`src/rtl/dispatch.sv`:
```
// Dispatch stage: a one-entry skid buffer feeds three age-ordered reservation
// stations, with a physical-register ready table and three CDB wakeup ports.
package dispatch_pkg;
  typedef struct packed {
    logic        fu_alu;
    logic        fu_mem;
    logic        fu_br;
    logic [6:0]  OpCode;
    logic [4:0]  rob_tag;
    logic [6:0]  pd_new;
    logic [6:0]  ps1;
    logic [6:0]  ps2;
    logic [31:0] imm;
  } rename_data;

  typedef struct packed {
    logic [4:0]  rob_index;
    logic [6:0]  OpCode;
    logic [6:0]  pd;
    logic [6:0]  ps1;
    logic [6:0]  ps2;
    logic [31:0] imm;
    logic [2:0]  fu_type;
  } rs_data;
endpackage

module dispatch_rs
  import dispatch_pkg::*;
#(
  parameter int DEPTH = 8
) (
  input  logic            clk,
  input  logic            reset,
  input  logic            i_wrEn,
  input  rs_data          i_wrData,
  input  logic            i_wrRdy1,
  input  logic            i_wrRdy2,
  input  logic [2:0]      i_cdbValid,
  input  logic [2:0][6:0] i_cdbTag,
  input  logic [4:0]      i_head,
  input  logic            i_flush,
  input  logic [4:0]      i_flushAge,
  input  logic            i_issueReady,
  output logic            o_issueValid,
  output rs_data          o_issueData,
  output logic            o_full,
  output logic            o_lastFree
);
  localparam int IW = (DEPTH > 1) ? $clog2(DEPTH) : 1;
  localparam int CW = $clog2(DEPTH + 1);

  rs_data           r_ent [DEPTH];
  logic [DEPTH-1:0] r_valid;
  logic [DEPTH-1:0] r_rdy1;
  logic [DEPTH-1:0] r_rdy2;
  logic [IW-1:0]    w_sel;
  logic [IW-1:0]    w_freeIdx;
  logic [CW-1:0]    w_count;
  logic [4:0]       w_age;
  logic [4:0]       w_bestAge;
  logic             w_found;

  // Oldest ready entry wins; age is distance from the ROB head, modulo 32.
  always_comb begin
    w_sel     = '0;
    w_found   = 1'b0;
    w_age     = '0;
    w_bestAge = '0;
    w_freeIdx = '0;
    w_count   = '0;
    for (int i = 0; i < DEPTH; i++) begin
      w_age = r_ent[i].rob_index - i_head;
      if (r_valid[i] && r_rdy1[i] && r_rdy2[i] && (!w_found || w_age < w_bestAge)) begin
        w_found   = 1'b1;
        w_bestAge = w_age;
        w_sel     = IW'(i);
      end
      w_count = w_count + CW'(r_valid[i]);
    end
    for (int i = DEPTH - 1; i >= 0; i--) begin
      if (!r_valid[i]) w_freeIdx = IW'(i);
    end
  end

  assign o_issueValid = w_found;
  assign o_issueData  = r_ent[w_sel];
  assign o_full       = (w_count == CW'(DEPTH));
  assign o_lastFree   = (w_count == CW'(DEPTH - 1));

  always_ff @(posedge clk or negedge reset) begin
    if (!reset) begin
      r_valid <= '0;
      r_rdy1  <= '0;
      r_rdy2  <= '0;
    end else begin
      for (int i = 0; i < DEPTH; i++) begin
        for (int p = 0; p < 3; p++) begin
          if (i_cdbValid[p] && r_ent[i].ps1 == i_cdbTag[p]) r_rdy1[i] <= 1'b1;
          if (i_cdbValid[p] && r_ent[i].ps2 == i_cdbTag[p]) r_rdy2[i] <= 1'b1;
        end
        if ((w_found && i_issueReady && w_sel == IW'(i)) ||
            (i_flush && (r_ent[i].rob_index - i_head) > i_flushAge))
          r_valid[i] <= 1'b0;
        if (i_wrEn && w_freeIdx == IW'(i)) begin
          r_valid[i] <= 1'b1;
          r_rdy1[i]  <= i_wrRdy1;
          r_rdy2[i]  <= i_wrRdy2;
        end
      end
    end
  end

  always_ff @(posedge clk) begin
    for (int i = 0; i < DEPTH; i++) begin
      if (i_wrEn && w_freeIdx == IW'(i)) r_ent[i] <= i_wrData;
    end
  end
endmodule

module dispatch
  import dispatch_pkg::*;
#(
  parameter int ALU_RS_DEPTH = 8,
  parameter int BR_RS_DEPTH  = 4,
  parameter int LSU_RS_DEPTH = 8,
  parameter int NUM_PREGS    = 128
) (
  input  logic       clk,
  input  logic       reset,
  input  logic       valid_in,
  input  rename_data data_in,
  output logic       ready_in,
  output logic       alu_rs_valid_out,
  output logic       br_rs_valid_out,
  output logic       lsu_rs_valid_out,
  output rs_data     alu_rs_data_out,
  output rs_data     br_rs_data_out,
  output rs_data     lsu_rs_data_out,
  input  logic       alu_rs_ready_in,
  input  logic       br_rs_ready_in,
  input  logic       lsu_rs_ready_in,
  output logic [6:0] dispatch_nr_reg,
  output logic       dispatch_nr_valid,
  input  logic [6:0] preg1_rdy,
  input  logic [6:0] preg2_rdy,
  input  logic [6:0] preg3_rdy,
  input  logic       preg1_valid,
  input  logic       preg2_valid,
  input  logic       preg3_valid,
  input  logic       complete_in,
  input  logic [4:0] rob_fu_tag,
  input  logic       mispredict,
  input  logic [4:0] mispredict_tag,
  input  logic [4:0] rob_retire_tag,
  input  logic       rob_retire_valid
);
  logic                 r_skidValid;
  rename_data           r_skid;
  logic [NUM_PREGS-1:0] r_pregRdy;
  logic [1:0]           w_inTgt;
  logic [1:0]           w_skidTgt;
  logic [2:0]           w_full;
  logic [2:0]           w_lastFree;
  logic [2:0]           w_wrEn;
  logic [2:0]           w_cdbValid;
  logic [2:0][6:0]      w_cdbTag;
  logic [4:0]           w_mispAge;
  logic                 w_skidFlush;
  logic                 w_drain;
  logic                 w_inSpace;
  logic                 w_wrRdy1;
  logic                 w_wrRdy2;
  rs_data               w_wrData;
  logic                 w_unused;

  // RS index: 0 = ALU, 1 = LSU, 2 = branch.
  function automatic logic [1:0] routeOf(input rename_data d);
    return d.fu_alu ? 2'd0 : (d.fu_mem ? 2'd1 : 2'd2);
  endfunction

  assign w_unused    = ^{complete_in, rob_fu_tag, rob_retire_valid};
  assign w_cdbValid  = {preg3_valid, preg2_valid, preg1_valid};
  assign w_cdbTag    = {preg3_rdy, preg2_rdy, preg1_rdy};
  assign w_inTgt     = routeOf(data_in);
  assign w_skidTgt   = routeOf(r_skid);
  assign w_mispAge   = mispredict_tag - rob_retire_tag;
  assign w_skidFlush = mispredict && r_skidValid && (r_skid.rob_tag - rob_retire_tag) > w_mispAge;
  assign w_drain     = r_skidValid && !w_skidFlush && !w_full[w_skidTgt];
  assign w_inSpace   = (r_skidValid && w_skidTgt == w_inTgt) ?
                       !(w_full[w_inTgt] || w_lastFree[w_inTgt]) : !w_full[w_inTgt];
  assign ready_in    = !mispredict && (!r_skidValid || w_drain) && (!valid_in || w_inSpace);

  assign w_wrEn   = {w_drain && w_skidTgt == 2'd2, w_drain && w_skidTgt == 2'd1,
                     w_drain && w_skidTgt == 2'd0};
  assign w_wrData = '{rob_index: r_skid.rob_tag, OpCode: r_skid.OpCode, pd: r_skid.pd_new,
                      ps1: r_skid.ps1, ps2: r_skid.ps2, imm: r_skid.imm,
                      fu_type: {r_skid.fu_alu, r_skid.fu_mem, r_skid.fu_br}};

  // A source broadcast on the same edge as the RS write must not be lost.
  always_comb begin
    w_wrRdy1 = r_pregRdy[r_skid.ps1];
    w_wrRdy2 = r_pregRdy[r_skid.ps2];
    for (int p = 0; p < 3; p++) begin
      if (w_cdbValid[p] && w_cdbTag[p] == r_skid.ps1) w_wrRdy1 = 1'b1;
      if (w_cdbValid[p] && w_cdbTag[p] == r_skid.ps2) w_wrRdy2 = 1'b1;
    end
  end

  always_ff @(posedge clk or negedge reset) begin
    if (!reset) begin
      r_skidValid <= 1'b0;
      r_skid      <= '0;
    end else if (valid_in && ready_in) begin
      r_skidValid <= 1'b1;
      r_skid      <= data_in;
    end else if (w_drain || w_skidFlush) begin
      r_skidValid <= 1'b0;
    end
  end

  // CDB sets are written last so they override a same-edge busy marking.
  always_ff @(posedge clk or negedge reset) begin
    if (!reset) begin
      r_pregRdy <= NUM_PREGS'(1);
    end else begin
      if (w_drain && r_skid.pd_new != 7'd0) r_pregRdy[r_skid.pd_new] <= 1'b0;
      for (int p = 0; p < 3; p++) begin
        if (w_cdbValid[p]) r_pregRdy[w_cdbTag[p]] <= 1'b1;
      end
    end
  end

  always_ff @(posedge clk or negedge reset) begin
    if (!reset) begin
      dispatch_nr_valid <= 1'b0;
      dispatch_nr_reg   <= '0;
    end else if (w_drain) begin
      dispatch_nr_valid <= 1'b1;
      dispatch_nr_reg   <= r_skid.pd_new;
    end
  end

  dispatch_rs #(.DEPTH(ALU_RS_DEPTH)) u_aluRs (
    .clk(clk), .reset(reset), .i_wrEn(w_wrEn[0]), .i_wrData(w_wrData),
    .i_wrRdy1(w_wrRdy1), .i_wrRdy2(w_wrRdy2), .i_cdbValid(w_cdbValid), .i_cdbTag(w_cdbTag),
    .i_head(rob_retire_tag), .i_flush(mispredict), .i_flushAge(w_mispAge),
    .i_issueReady(alu_rs_ready_in), .o_issueValid(alu_rs_valid_out),
    .o_issueData(alu_rs_data_out), .o_full(w_full[0]), .o_lastFree(w_lastFree[0]));

  dispatch_rs #(.DEPTH(LSU_RS_DEPTH)) u_lsuRs (
    .clk(clk), .reset(reset), .i_wrEn(w_wrEn[1]), .i_wrData(w_wrData),
    .i_wrRdy1(w_wrRdy1), .i_wrRdy2(w_wrRdy2), .i_cdbValid(w_cdbValid), .i_cdbTag(w_cdbTag),
    .i_head(rob_retire_tag), .i_flush(mispredict), .i_flushAge(w_mispAge),
    .i_issueReady(lsu_rs_ready_in), .o_issueValid(lsu_rs_valid_out),
    .o_issueData(lsu_rs_data_out), .o_full(w_full[1]), .o_lastFree(w_lastFree[1]));

  dispatch_rs #(.DEPTH(BR_RS_DEPTH)) u_brRs (
    .clk(clk), .reset(reset), .i_wrEn(w_wrEn[2]), .i_wrData(w_wrData),
    .i_wrRdy1(w_wrRdy1), .i_wrRdy2(w_wrRdy2), .i_cdbValid(w_cdbValid), .i_cdbTag(w_cdbTag),
    .i_head(rob_retire_tag), .i_flush(mispredict), .i_flushAge(w_mispAge),
    .i_issueReady(br_rs_ready_in), .o_issueValid(br_rs_valid_out),
    .o_issueData(br_rs_data_out), .o_full(w_full[2]), .o_lastFree(w_lastFree[2]));
endmodule

```
`config.mk`:
```
export PLATFORM = sky130hd
export DESIGN_NAME = dispatch
export DESIGN_NICKNAME = d
export VERILOG_FILES = /design/src/rtl/dispatch.sv
export SDC_FILE = /design/constraint.sdc
export NUM_CORES = 2
export LEC_CHECK = 0
export BUFFER_PORTS_ARGS = -buffer_cell sky130_fd_sc_hd__buf_2
export CAP_MARGIN = 30
export CORE_ASPECT_RATIO = 0.8
export CORE_MARGIN = 2
export CORE_UTILIZATION = 30
export CTS_CLUSTER_DIAMETER = 80
export DETAILED_ROUTE_END_ITERATION = 16
export PLACE_DENSITY = 0.41
export SKIP_CTS_REPAIR_TIMING = 1
export SLEW_MARGIN = 0
export SYNTH_ARGS = -nofsm -noshare
export SYNTH_HDL_FRONTEND = slang
export SYNTH_SLANG_ARGS = --single-unit
```
`constraint.sdc`:
```
create_clock -name clk -period 33.9 [get_ports clk]
set_input_delay 6.78 -clock clk [delete_from_list [all_inputs] [get_ports clk]]
set_output_delay 6.78 -clock clk [all_outputs]
set_load 0.1 [all_outputs]
```
==> impl_metrics.tcl <==
set metrics [dict create \
    cp_num_cells 65 \
    worstSetupEndpoint "alu_rs_data_out[53]" \
    status "finished, final reports clean" \
    fin_nets 7663 \
    setup.worst_path.end_class "output port" \
    powerDensity_nw_per_um2 60.51 \
    cts_made_buffers 195 \
    syn_avg_cell_area_um2 12.33 \
    critPathKind "in -> out" \
    first_pass_iters 7 \
    io_buffer_count 324 \
    setup_tns_ns 0 \
    yosysMostFrequentCell "edfxtp_1" \
    viasPerCell 5.513 \
    die_h_um 481.1 \
    yosys.area.top_type "edfxtp_1" \
    wl_per_cell_um 31.42 \
    hold_class "reg -> reg" \
    yosysWarningCount 0 \
    die_w_um 600.4 \
    rows 175 \
    drc 0 \
    final-setup-viol-count 0 \
    start_util_pct 30.11 \
    antenna_found_initial 26 \
    synth-edff-count 1360 \
    seq_area_frac_synth_pct 55.61 \
    cp_data_arrival_time_ns 25.90 \
    reg2reg_from "u_lsuRs.r_ent[0][63]$_DFFE_PP_" \
    synth_cells 6921 \
    cts-root-buf "clkbuf_16" \
    cts_max_level 4 \
    core_area_um2 283600 \
    critPathMaxStageDelay_ns 0.81 \
    synthDistinctLibCells 99 \
    area_growth_pct 15.82 \
    syn_nets 7338 \
    fmax_mhz 30.60 \
    totalWireLength_um 352400 \
    path_buf_inv 9 \
    start_kind "primary input" \
    synthArstFlopShare_pct 16.31 \
    finalCritPeriodShare_pct 96.40 \
    top_regs "u_aluRs.r_ent x544, u_lsuRs.r_ent x544, u_brRs.r_ent x272" \
    drv_cap 0 \
    grt_max_degree 79 \
    max-vdd-ir-drop_uv 51.71 \
    worst_slew_pin_slew_ns 1.147 \
    gp_congestion 0.8749 \
    gr-usage-all-layers_pct 23.75 \
    drtIter0Drc 6558 \
    crit_path_start "rob_retire_tag[1]" \
    reg2reg_depth 65 \
    reg2reg_slack_ns 15.73 \
    syn_area_um2 85370 \
    ys.flop_type "edfxtp_1" \
    die-area_um2 288900 \
    vias 61830 \
    ys_top_cells_by_count "edfxtp_1 (1360), xor2_1 (547), nand2_1 (486)" \
    relSlewSlack_pct 22.96 \
    clockBufferDepth 4 \
    path_delay_family "compound AO/OA/AOI/OAI gates" \
    clkSinkCount 1625 \
    overflow 0 \
    power_mw 5.983 \
    ys_top_cells_by_area "edfxtp_1 (48%), dfrtp_1 (7.7%), xor2_1 (5.6%), xnor2_1 (4.4%), ha_1 (4.0%)" \
    period_needed_ns 32.68 \
    clk_latency_ns 0.92 \
    required_ns 27.12 \
    synth-seq-cells 1625 \
    cts_tree "done" \
    antenna_left 0 \
    drive_gt1_share_pct 15.43 \
    place_hpwl_um 225000 \
    first_global_vias 61310 \
    p_leak_nw 34.87 \
    clock_skew_ns 0.1171 \
    rsz0062_at_grt "false" \
    worstPathMaxFanout 18 \
    ios 332 \
    synth_top_area_share_pct 47.84 \
    rr_endpoint "u_lsuRs.r_valid[3]$_DFFE_PN0P_" \
    slowest_stage "o22ai_1" \
    path_clk_slew_ns 0.05 \
    critPathMostFrequentCell "ha_1" \
    hold_viol 0 \
    grt_pass1_wl_um 490300 \
    slew_viol_final 0 \
]
-- per-layer routing --
metal	routed length, um	track usage [%]	up-vias
li1	-	-	26930
met2	157900	37.35	2380
met4	11360	7.218	6
met5	37	0	-
met3	21050	3.256	482
met1	162100	33.86	32040
-- layout make-up --
| class | instances | area (um^2) |
|---|---|---|
| Tap cell | 3805 | 4761 |
| Inverter | 127 | 496.7 |
| Timing Repair Buffer | 547 | 3751 |
| Multi-Input combinational cell | 4750 | 36030 |
| Sequential cell | 1625 | 47490 |
| Clock inverter | 108 | 1185 |
| Clock buffer | 242 | 5139 |
| Antenna cell | 12 | 30.03 |
| Fill cell | 27790 | 184700 |
-- power breakdown --
part	leakage (nW)	switching [mW]	internal [mW]	total [mW]
logic	16.4	0.959	0.402	1.36
clock network	3.07	0.876	1.25	2.12
registers	15.4	0.164	2.33	2.50
-- cell usage in the layout, fill, tap and decap left out, drive strengths merged, types with 49 or more instances in the layout --
master,netlist,layout
a21o,66,66
a21oi,476,476
a221oi,161,161
a22oi,179,179
buf,182,546
clkbuf,237,243
clkinv,0,69
dfrtp,264,264
edfxtp,1360,1360
ha,270,270
inv,127,134
mux2,148,148
mux2i,224,224
mux4,84,84
nand2,486,486
nand3,194,194
nand4,121,121
nor2,258,258
nor3,49,49
nor4,171,171
o21ai,365,365
xnor2,426,426
xor2,547,547
-- cells by family after synthesis --
| logic type | after synthesis | synth area share, % |
|---|---|---|
| adders and majority gates | 301 | 4.684 |
| xor gates and xnor gates | 973 | 9.983 |
| buffers and inverters | 546 | 2.637 |
| muxes | 456 | 6.795 |
| AOI/OAI and AO/OA | 1545 | 11.87 |
| and+or+nand+nor | 1475 | 8.425 |
| DFF | 1625 | 55.61 |
-- stage by stage --
step / utilization [%] / instances / hold WS, ns / worst slack [ns] / instance area, um^2
finish: 34.87 / 11220 / 0.4853 / 1.221 / 98880
detailed placement: 32.59 / 10850 / 0.4681 / 1.536 / 92420
global route: 34.86 / 11210 / 0.5003 / 0.02384 / 98850
floorplan: - / 6921 / 0.4913 / 3.600 / 85370
global placement: 32.43 / 10820 / 0.4556 / 1.615 / 91940
CTS: 34.82 / 11200 / 0.4812 / 1.508 / 98750
-- how the worst min path moves through the flow --
stage | to | cells past startpoint | from
6_report | u_aluRs.r_ent[7][41]$_DFFE_PP_ | 0 | r_skid[38]$_DFFE_PN0P_
5_1_grt | u_aluRs.r_ent[7][41]$_DFFE_PP_ | 0 | r_skid[38]$_DFFE_PN0P_
4_1_cts | u_aluRs.r_ent[6][41]$_DFFE_PP_ | 0 | r_skid[38]$_DFFE_PN0P_
3_5_place_dp | u_aluRs.r_ent[7][41]$_DFFE_PP_ | 0 | r_skid[38]$_DFFE_PN0P_
3_3_place_gp | u_aluRs.r_ent[6][41]$_DFFE_PP_ | 0 | r_skid[38]$_DFFE_PN0P_
2_1_floorplan | r_pregRdy[120]$_DFF_PN0_ | 2 | r_pregRdy[120]$_DFF_PN0_
-- worst register-to-register path, delay by kind of cell, from the launching register on --
family,cells,cell delay (ns)
AOI/OAI and AO/OA,34,9.71
DFF,1,0.40
and+or+nand+nor,12,3.02
xor gates and xnor gates,1,0.21
adders and majority gates,9,2.52
muxes,3,1.16
buffers and inverters,6,1.05
Note: power is estimated with default switching activity, not from simulation.
